<file path="src/rtl/store_align_unit.sv">
// Store alignment unit: turns a core store (rs2, byte address, Funct3) into
// word-aligned memory write beats with byte enables. Word-crossing stores are
// split into two beats, or rejected when ALLOW_MISALIGNED is 0.
module store_align_unit #(
  parameter bit ALLOW_MISALIGNED = 1'b1
) (
  input  logic        clk,
  input  logic        reset,
  input  logic        req_valid,
  output logic        req_ready,
  input  logic [31:0] addr,
  input  logic [31:0] data,
  input  logic [2:0]  Funct3,
  output logic        mem_valid,
  input  logic        mem_ready,
  output logic [31:0] mem_addr,
  output logic [31:0] mem_wdata,
  output logic [3:0]  mem_be,
  output logic        done,
  output logic        err
);

  typedef enum logic [1:0] {StIdle, StBeat0, StBeat1, StResp} state_e;

  state_e      state;

  // Request decode, evaluated on the live request inputs at acceptance
  logic [3:0]  size_mask;
  logic [31:0] data_m;
  logic        illegal;
  logic [7:0]  wide_be;
  logic [63:0] wide_d;
  logic [31:0] base_addr;
  logic        crossing;
  logic        req_err;

  // Second-beat fields captured at acceptance
  logic [31:0] b1_addr;
  logic [31:0] b1_wdata;
  logic [3:0]  b1_be;
  logic        has_b1;

  // Decode access size; bytes beyond the size are zeroed so disabled lanes carry 0
  always_comb begin
    size_mask = 4'b0000;
    data_m    = 32'h0;
    illegal   = 1'b0;
    case (Funct3)
      3'b000: begin
        size_mask = 4'b0001;
        data_m    = {24'h0, data[7:0]};
      end
      3'b001: begin
        size_mask = 4'b0011;
        data_m    = {16'h0, data[15:0]};
      end
      3'b010: begin
        size_mask = 4'b1111;
        data_m    = data;
      end
      default: illegal = 1'b1;
    endcase
  end

  assign wide_be   = {4'b0000, size_mask} << addr[1:0];
  assign wide_d    = {32'h0, data_m} << {addr[1:0], 3'b000};
  assign base_addr = {addr[31:2], 2'b00};
  assign crossing  = |wide_be[7:4];
  assign req_err   = illegal || (crossing && !ALLOW_MISALIGNED);

  // Control FSM with registered handshake, beat and response outputs
  always_ff @(posedge clk or posedge reset) begin
    if (reset) begin
      state     <= StIdle;
      req_ready <= 1'b1;
      mem_valid <= 1'b0;
      mem_addr  <= 32'h0;
      mem_wdata <= 32'h0;
      mem_be    <= 4'b0000;
      done      <= 1'b0;
      err       <= 1'b0;
      b1_addr   <= 32'h0;
      b1_wdata  <= 32'h0;
      b1_be     <= 4'b0000;
      has_b1    <= 1'b0;
    end else begin
      done <= 1'b0;
      err  <= 1'b0;
      case (state)
        StIdle: begin
          if (req_valid) begin
            req_ready <= 1'b0;
            if (req_err) begin
              // Rejected requests go straight to the response, no memory traffic
              state <= StResp;
              done  <= 1'b1;
              err   <= 1'b1;
            end else begin
              state     <= StBeat0;
              mem_valid <= 1'b1;
              mem_addr  <= base_addr;
              mem_wdata <= wide_d[31:0];
              mem_be    <= wide_be[3:0];
              b1_addr   <= base_addr + 32'd4;  // wraps modulo 2^32
              b1_wdata  <= wide_d[63:32];
              b1_be     <= wide_be[7:4];
              has_b1    <= crossing;
            end
          end
        end
        StBeat0: begin
          if (mem_ready) begin
            if (has_b1) begin
              state     <= StBeat1;
              mem_addr  <= b1_addr;
              mem_wdata <= b1_wdata;
              mem_be    <= b1_be;
            end else begin
              state     <= StResp;
              mem_valid <= 1'b0;
              mem_addr  <= 32'h0;
              mem_wdata <= 32'h0;
              mem_be    <= 4'b0000;
              done      <= 1'b1;
            end
          end
        end
        StBeat1: begin
          if (mem_ready) begin
            state     <= StResp;
            mem_valid <= 1'b0;
            mem_addr  <= 32'h0;
            mem_wdata <= 32'h0;
            mem_be    <= 4'b0000;
            done      <= 1'b1;
          end
        end
        StResp: begin
          state     <= StIdle;
          req_ready <= 1'b1;
        end
        default: begin
          state     <= StIdle;
          req_ready <= 1'b1;
          mem_valid <= 1'b0;
        end
      endcase
    end
  end

endmodule
</file>
<file path="config.mk">
export PLATFORM = sky130hd
export DESIGN_NAME = store_align_unit
export DESIGN_NICKNAME = d
export VERILOG_FILES = /design/src/rtl/store_align_unit.sv
export SDC_FILE = /design/constraint.sdc
export NUM_CORES = 1
export LEC_CHECK = 0
export ABC_AREA = 1
export BUFFER_PORTS_ARGS = -buffer_cell sky130_fd_sc_hd__buf_4
export CELL_PAD_IN_SITES_DETAIL_PLACEMENT = 0
export CELL_PAD_IN_SITES_GLOBAL_PLACEMENT = 1
export CORE_UTILIZATION = 29
export DETAILED_ROUTE_END_ITERATION = 8
export GPL_TIMING_DRIVEN = 0
export PLACE_DENSITY_LB_ADDON = 0.1
export SLEW_MARGIN = 20
export SYNTH_ARGS = -nofsm -noshare
export SYNTH_HDL_FRONTEND = slang
export SYNTH_SLANG_ARGS = --single-unit
</file>
<file path="constraint.sdc">
create_clock -name clk -period 5.08 [get_ports clk]
set_clock_uncertainty 0.15 [all_clocks]
set_input_delay 0.762 -clock clk [delete_from_list [all_inputs] [get_ports clk]]
set_output_delay 0.762 -clock clk [all_outputs]
set_load 0.05 [all_outputs]
</file>
# After elaboration in Yosys (flattened, before gate mapping)
# Index checks and enable logic that the tools add are counted.
[word_totals]
memories = 0
mem_bits_ro = 0
elab_cells = 76
in_bits = 71
out_inout_bits = 72
mem_bits_rw = 0
reg_bits = 143
latch_bits = 0
[classes]
bitwise_logic = 0
order_cmp = 0
muxes = 40
mul = 0
n_addsub = 1
n_eq_ne = 10
n_reduce_logical = 11
n_div = 0
shift = 2
[ops]
columns = ["operator", "n"]
rows = [
  ["$mux W32", 9],
  ["$pmux W32 S3", 3],
  ["$shl A32 B5 Y64", 1],
  ["$add A32 B3 Y32 const B", 1],
  ["$pmux W4 S3", 2],
  ["$mux W4", 5],
  ["$mux W1", 13],
  ["$ne A2 B2 Y1 const B", 5],
  ["$mux W2", 4],
  ["$pmux W2 S4", 1],
  ["$shl A4 B2 Y8", 1],
  ["$pmux W1 S3", 2],
  ["$reduce_and A3 Y1", 2],
  ["$reduce_and A6 Y1", 1],
  ["$reduce_and A5 Y1", 1],
  ["$eq A2 B2 Y1 const B", 2],
  ["$reduce_or A4 Y1", 1],
  ["$eq A3 B1 Y1 const B", 1],
  ["$eq A3 B2 Y1 const B", 1],
  ["$logic_not A3 Y1", 1],
  ["$reduce_bool A3 Y1", 1],
  ["$reduce_or A3 Y1", 1],
  ["$eq A2 B1 Y1 const B", 1],
  ["$logic_not A2 Y1", 1],
  ["3 further kinds", 3],
]

# Logic depth before layout (Yosys ltp)
[depth]
word_depth = 6
depth_mapped = 10
ltp_nobuf = 10

# Least setup slack after synthesis
# No wires, ideal clock.
[synth_timing]
path_kind = "input port to flip-flop"
start = "input port Funct3[1]"
end = "register mem_wdata[16]"
required_time_ps = 4812
arrival_ps = 1733
path_stages = 10
path_slack_ps = 3079
setup_ps = 118
n_path_buf = 2
path_cell_list = "buf_4 > inv_2 > nand2_4 > nand3_2 > nand2_1 > nor2_4 > buf_4 > nand3_1 > nor2_1 > nor2_1"
[synth_between]
elab_chain_cells = 6
word_cells_on_any_way = 11
classes_between = "3 x eq/ne; 1 x shift; 4 x mux; 3 x reduce/logical"
[synth_rtl]
columns = ["item", "line_no", "text"]
rows = [
  ["start, declared", "13", "input logic [2:0] Funct3,"],
  ["$eq A3 B2 Y1 (tied with other cells)", "48", "case (Funct3)"],
  ["$pmux W32 S3", "48", ""],
  ["$shl A32 B5 Y64", "66", "assign wide_d = {32'h0, data_m} << {addr[1:0], 3'b000};"],
  ["$mux W32", "93", "if (req_err) begin"],
  ["$mux W32", "91", "if (req_valid) begin"],
  ["$pmux W32 S3", "89", "case (state)"],
  ["end signal, assigned", "102", "mem_wdata <= wide_d[31:0];"],
  ["end signal, assigned", "116", "mem_wdata <= b1_wdata;"],
  ["end, declared", "17", "output logic [31:0] mem_wdata,"],
]
# Parallel ways exist; a longest one is shown, timed or not. The select of a mux whose other input is x is not followed.
# A chain may end at the register's enable or synchronous reset.

# Final worst setup path
[layout_timing]
start = "register state[0]"
end = "register mem_wdata[0]"
[layout_between]
elab_chain_cells = 3
word_cells_on_any_way = 10
classes_between = "6 x eq/ne; 1 x mux; 3 x reduce/logical"
[layout_rtl]
columns = ["item", "line_no", "text"]
rows = [
  ["start, declared", "25", "state_e state;"],
  ["start signal, assigned", "74", "state <= StIdle;"],
  ["start signal, assigned", "95", "state <= StResp;"],
  ["start signal, assigned", "99", "state <= StBeat0;"],
  ["$eq A2 B1 Y1 (tied with other cells)", "89", ""],
  ["$ne A2 B2 Y1 (no line) / $reduce_bool A3 Y1 (equally long branches)", "--", ""],
  ["$reduce_and A5 Y1 (no line)", "--", ""],
]
# Parallel ways exist; a longest one is shown, timed or not.

==> results.yml <==
drt:
  drtPass1Iterations: 7
  wl_met1_mm: 11.9
  vias: 7209
  drtIter0Drc: 473
  drcViolationCount: 0
  routed_via_density: 4.85
  wire_per_inst_um: 18.3
  met3_length_mm: 1.03
  route.met2.wl_mm: 13.4
  ant_nets: 0
  highest_layer: "met4"
  wl_mm: 27.2
die:
  num_rows: 57
  core_region_area_mm2: 0.0245
  start_util: 0.297
  die_h_um: 160
  pin_count: 143
  dieArea_mm2: 0.0257
  die_x_um: 160
setup_path:
  critPathTopFamily: "buffers and inverters"
  r2r_cells: 7
  crit_slowest_cell: "clkbuf_1"
  cp-start-kind: "flip-flop"
  arrival_ns: 2.67
  cp_num_buf_inv: 3
  endpoint_kind: "flip-flop"
  crit_cells: 7
  max_stage_delay_ns: 0.60
  crit_type: "flip-flop to flip-flop"
  worstPathCellList: "inv_1 -> ha_1 -> inv_2 -> nor2_2 -> clkbuf_1 -> a21oi_1 -> a21oi_1"
  worstPathMaxFanout: 10
  crit_top_cell: "a21oi_1"
  cp.required_ns: 5.29
cts:
  cts-resized-gates: 0
  cts-root-buf: "clkbuf_16"
  cts_made_buffers: 17
  cts.clk_slew.worst_paths_ns: 0.06
  cts_tree: "built"
  cts_hold_buffers: 0
  htreeDepth: 4
  cts_buffer_depth: 2
  clk_latency_ns: 0.43
  cts_setup_buffers: 0
  clock-sinks: 130
final_layout:
  area_growth_pct: 28.0
  diodes: 0
  utilization: 0.380
  finalNetCount: 1228
  drive_gt1_frac: 0.194
  final_cell_area_mm2: 0.00929
  final.fill_count: 2664
sta:
  min_period_ns: 2.46
  final-max-slew-violation-count: 0
  rsz0062_at_grt: "no"
  worstMarginPinSlew_ns: 0.830
  fin_crit_sh: 0.485
  fmax_mhz: 406
  final_hold_viol_count: 0
  setup_viol: 0
  relSlewSlack: 0.445
power_and_ir_drop:
  p_comb_frac: 0.504
  power_density_mw_per_mm2: 630
  p_int_uw: 3030
  p_switching_uw: 2830
  swShare: 0.483
  p_clk_frac: 0.204
  irDropWorstVdd_mv: 0.298
  power_leakage_uw: 0.00456
  pwr-share-seq: 0.292
  power_uw: 5850
place:
  dp_hpwl_mm: 20.7
  finalWeightedCongestion: 0.914
  portBuffers: 138
  place_area_mm2: 0.00874
grt:
  grt-ovfl-total: 0
  grt_pass1_vias: 7334
  grt_usage: 0.222
  grt_pass1_wl_mm: 42.6
  antenna_found_initial: 0
  grt_max_degree: 96
synthesis:
  synthArstFlopShare: 1.00
  ys_types: 34
  synth.ff_latch_count: 130
  ys_seq_area_frac: 0.448
  synth.top_cell.area_share: 0.445
  synth_common_cells: "nand2_1 (319), nor2_1 (131), dfrtp_1 (129)"
  netlist_instances: 992
  syn_area_mm2: 0.00726
  yosysMostFrequentCell: "nand2_1"
  synth_warnings: 0
  ys.flop_type: "dfrtp_1"
  yosys-top-cells-area: "dfrtp_1 (44%), nand2_1 (17%), nor2_1 (6.8%)"
  synth_edf_count: 0
  synth.avg_cell_area_um2: 7.32
  synth_top_cell_by_area: "dfrtp_1"
outcome:
  outcome: "finished, final reports clean"
min_path:
  min_path_type: "input port to async pin"
job:
  maxCapViolations: 0
[routing by layer]
| metal | GRT usage | up-vias |
|---|---|---|
| met5 | 0 | - |
| met4 | 0.0879 | 0 |
| met3 | 0.0358 | 42 |
| met2 | 0.384 | 180 |
| met1 | 0.274 | 3414 |
| li1 | - | 3573 |
[registers in the layout, summed over array words and instances, names as in the netlist, 2 cells and up]
register / count
state: 2
b1_addr: 30
b1_be: 3
mem_be: 4
mem_addr: 30
b1_wdata: 24
mem_wdata: 32
[power groups by stage]
stage                     combinational [uW]  sequential, uW  clock [uW]
after floorplan                         1250            2440           0
after CTS                               2990            1720        1220
final                                   2950            1710        1200
after detailed placement                2990            1730           0
after global routing                    3230            1760        1250
after global placement                  2980            1720           0
[cell families (layout without fill, tap and decap cells)]
| logic type | Yosys count | in the layout | share of synthesized area |
|---|---|---|---|
| DFF | 130 | 130 | 0.448 |
| adders and majority gates | 6 | 6 | 0.0103 |
| and+or+nand+nor | 561 | 561 | 0.327 |
| xor gates and xnor gates | 7 | 7 | 0.00845 |
| AOI/OAI and AO/OA | 173 | 173 | 0.134 |
| buffers and inverters | 114 | 284 | 0.0712 |
| other | 1 | 2 | 0.000517 |
[placed cells by master (no fill, tap or decap), types with 8 or more instances in the layout]
cell type,n
a21oi_1,50
nand3_1,73
buf_4,147
a22oi_1,30
nor2_1,131
nand4_1,23
nand2_1,319
clkbuf_1,15
clkbuf_16,17
buf_2,24
o21ai_1,8
inv_1,58
dfrtp_1,129
a31oi_1,14
o21ai_0,62
[worst register-to-register path, delay by kind of cell (launching register included)]
family                     cells  cell delay [ns]
DFF                            1             0.39
adders and majority gates      1             0.41
and+or+nand+nor                1             0.28
buffers and inverters          3             0.81
AOI/OAI and AO/OA              2             0.35
[path summary, 6_finish.rpt]
check                                       start                       end  slack [ns]
max in group asynchronous                   reset  b1_wdata[14]$_DFFE_PP0P_        3.83
setup reg to reg             state[0]$_DFFE_PP0P_  mem_wdata[0]$_DFFE_PP0P_        2.62
min in group clk           b1_addr[5]$_DFFE_PP0P_    b1_addr[5]$_DFFE_PP0P_        0.33
hold / removal                              reset   mem_addr[7]$_DFFE_PP0P_        0.14
setup / recovery             state[0]$_DFFE_PP0P_  mem_wdata[0]$_DFFE_PP0P_        2.62
hold reg to reg            b1_addr[5]$_DFFE_PP0P_    b1_addr[5]$_DFFE_PP0P_        0.33
[through the flow]
| step | cells | hold slack (ns) | setup TNS (ns) | setup slack (ns) |
|---|---|---|---|---|
| final | 1487 | 0.137 | 0 | 2.62 |
| after global routing | 1487 | 0.144 | 0 | 2.41 |
| after CTS | 1487 | 0.138 | 0 | 2.59 |
| after detailed placement | 1456 | 0.316 | 0 | 2.25 |
| after global placement | 1455 | 0.315 | -162.55 | -1.28 |
| after floorplan | 993 | 0.300 | 0 | 0.700 |
[final cells by class]
class / count / area (um2) / share of cell area
plain buffers: 50 / 274 / 0.0295
clock buffers: 19 / 443 / 0.0477
clock inverters: 12 / 111 / 0.0120
inverters: 64 / 250 / 0.0269
multi-input cells: 749 / 3490 / 0.376
flip-flops and latches: 130 / 3250 / 0.350
well taps: 324 / 405 / 0.0436
repair buffers: 139 / 1060 / 0.114
Power figures use the tool's default switching activity.
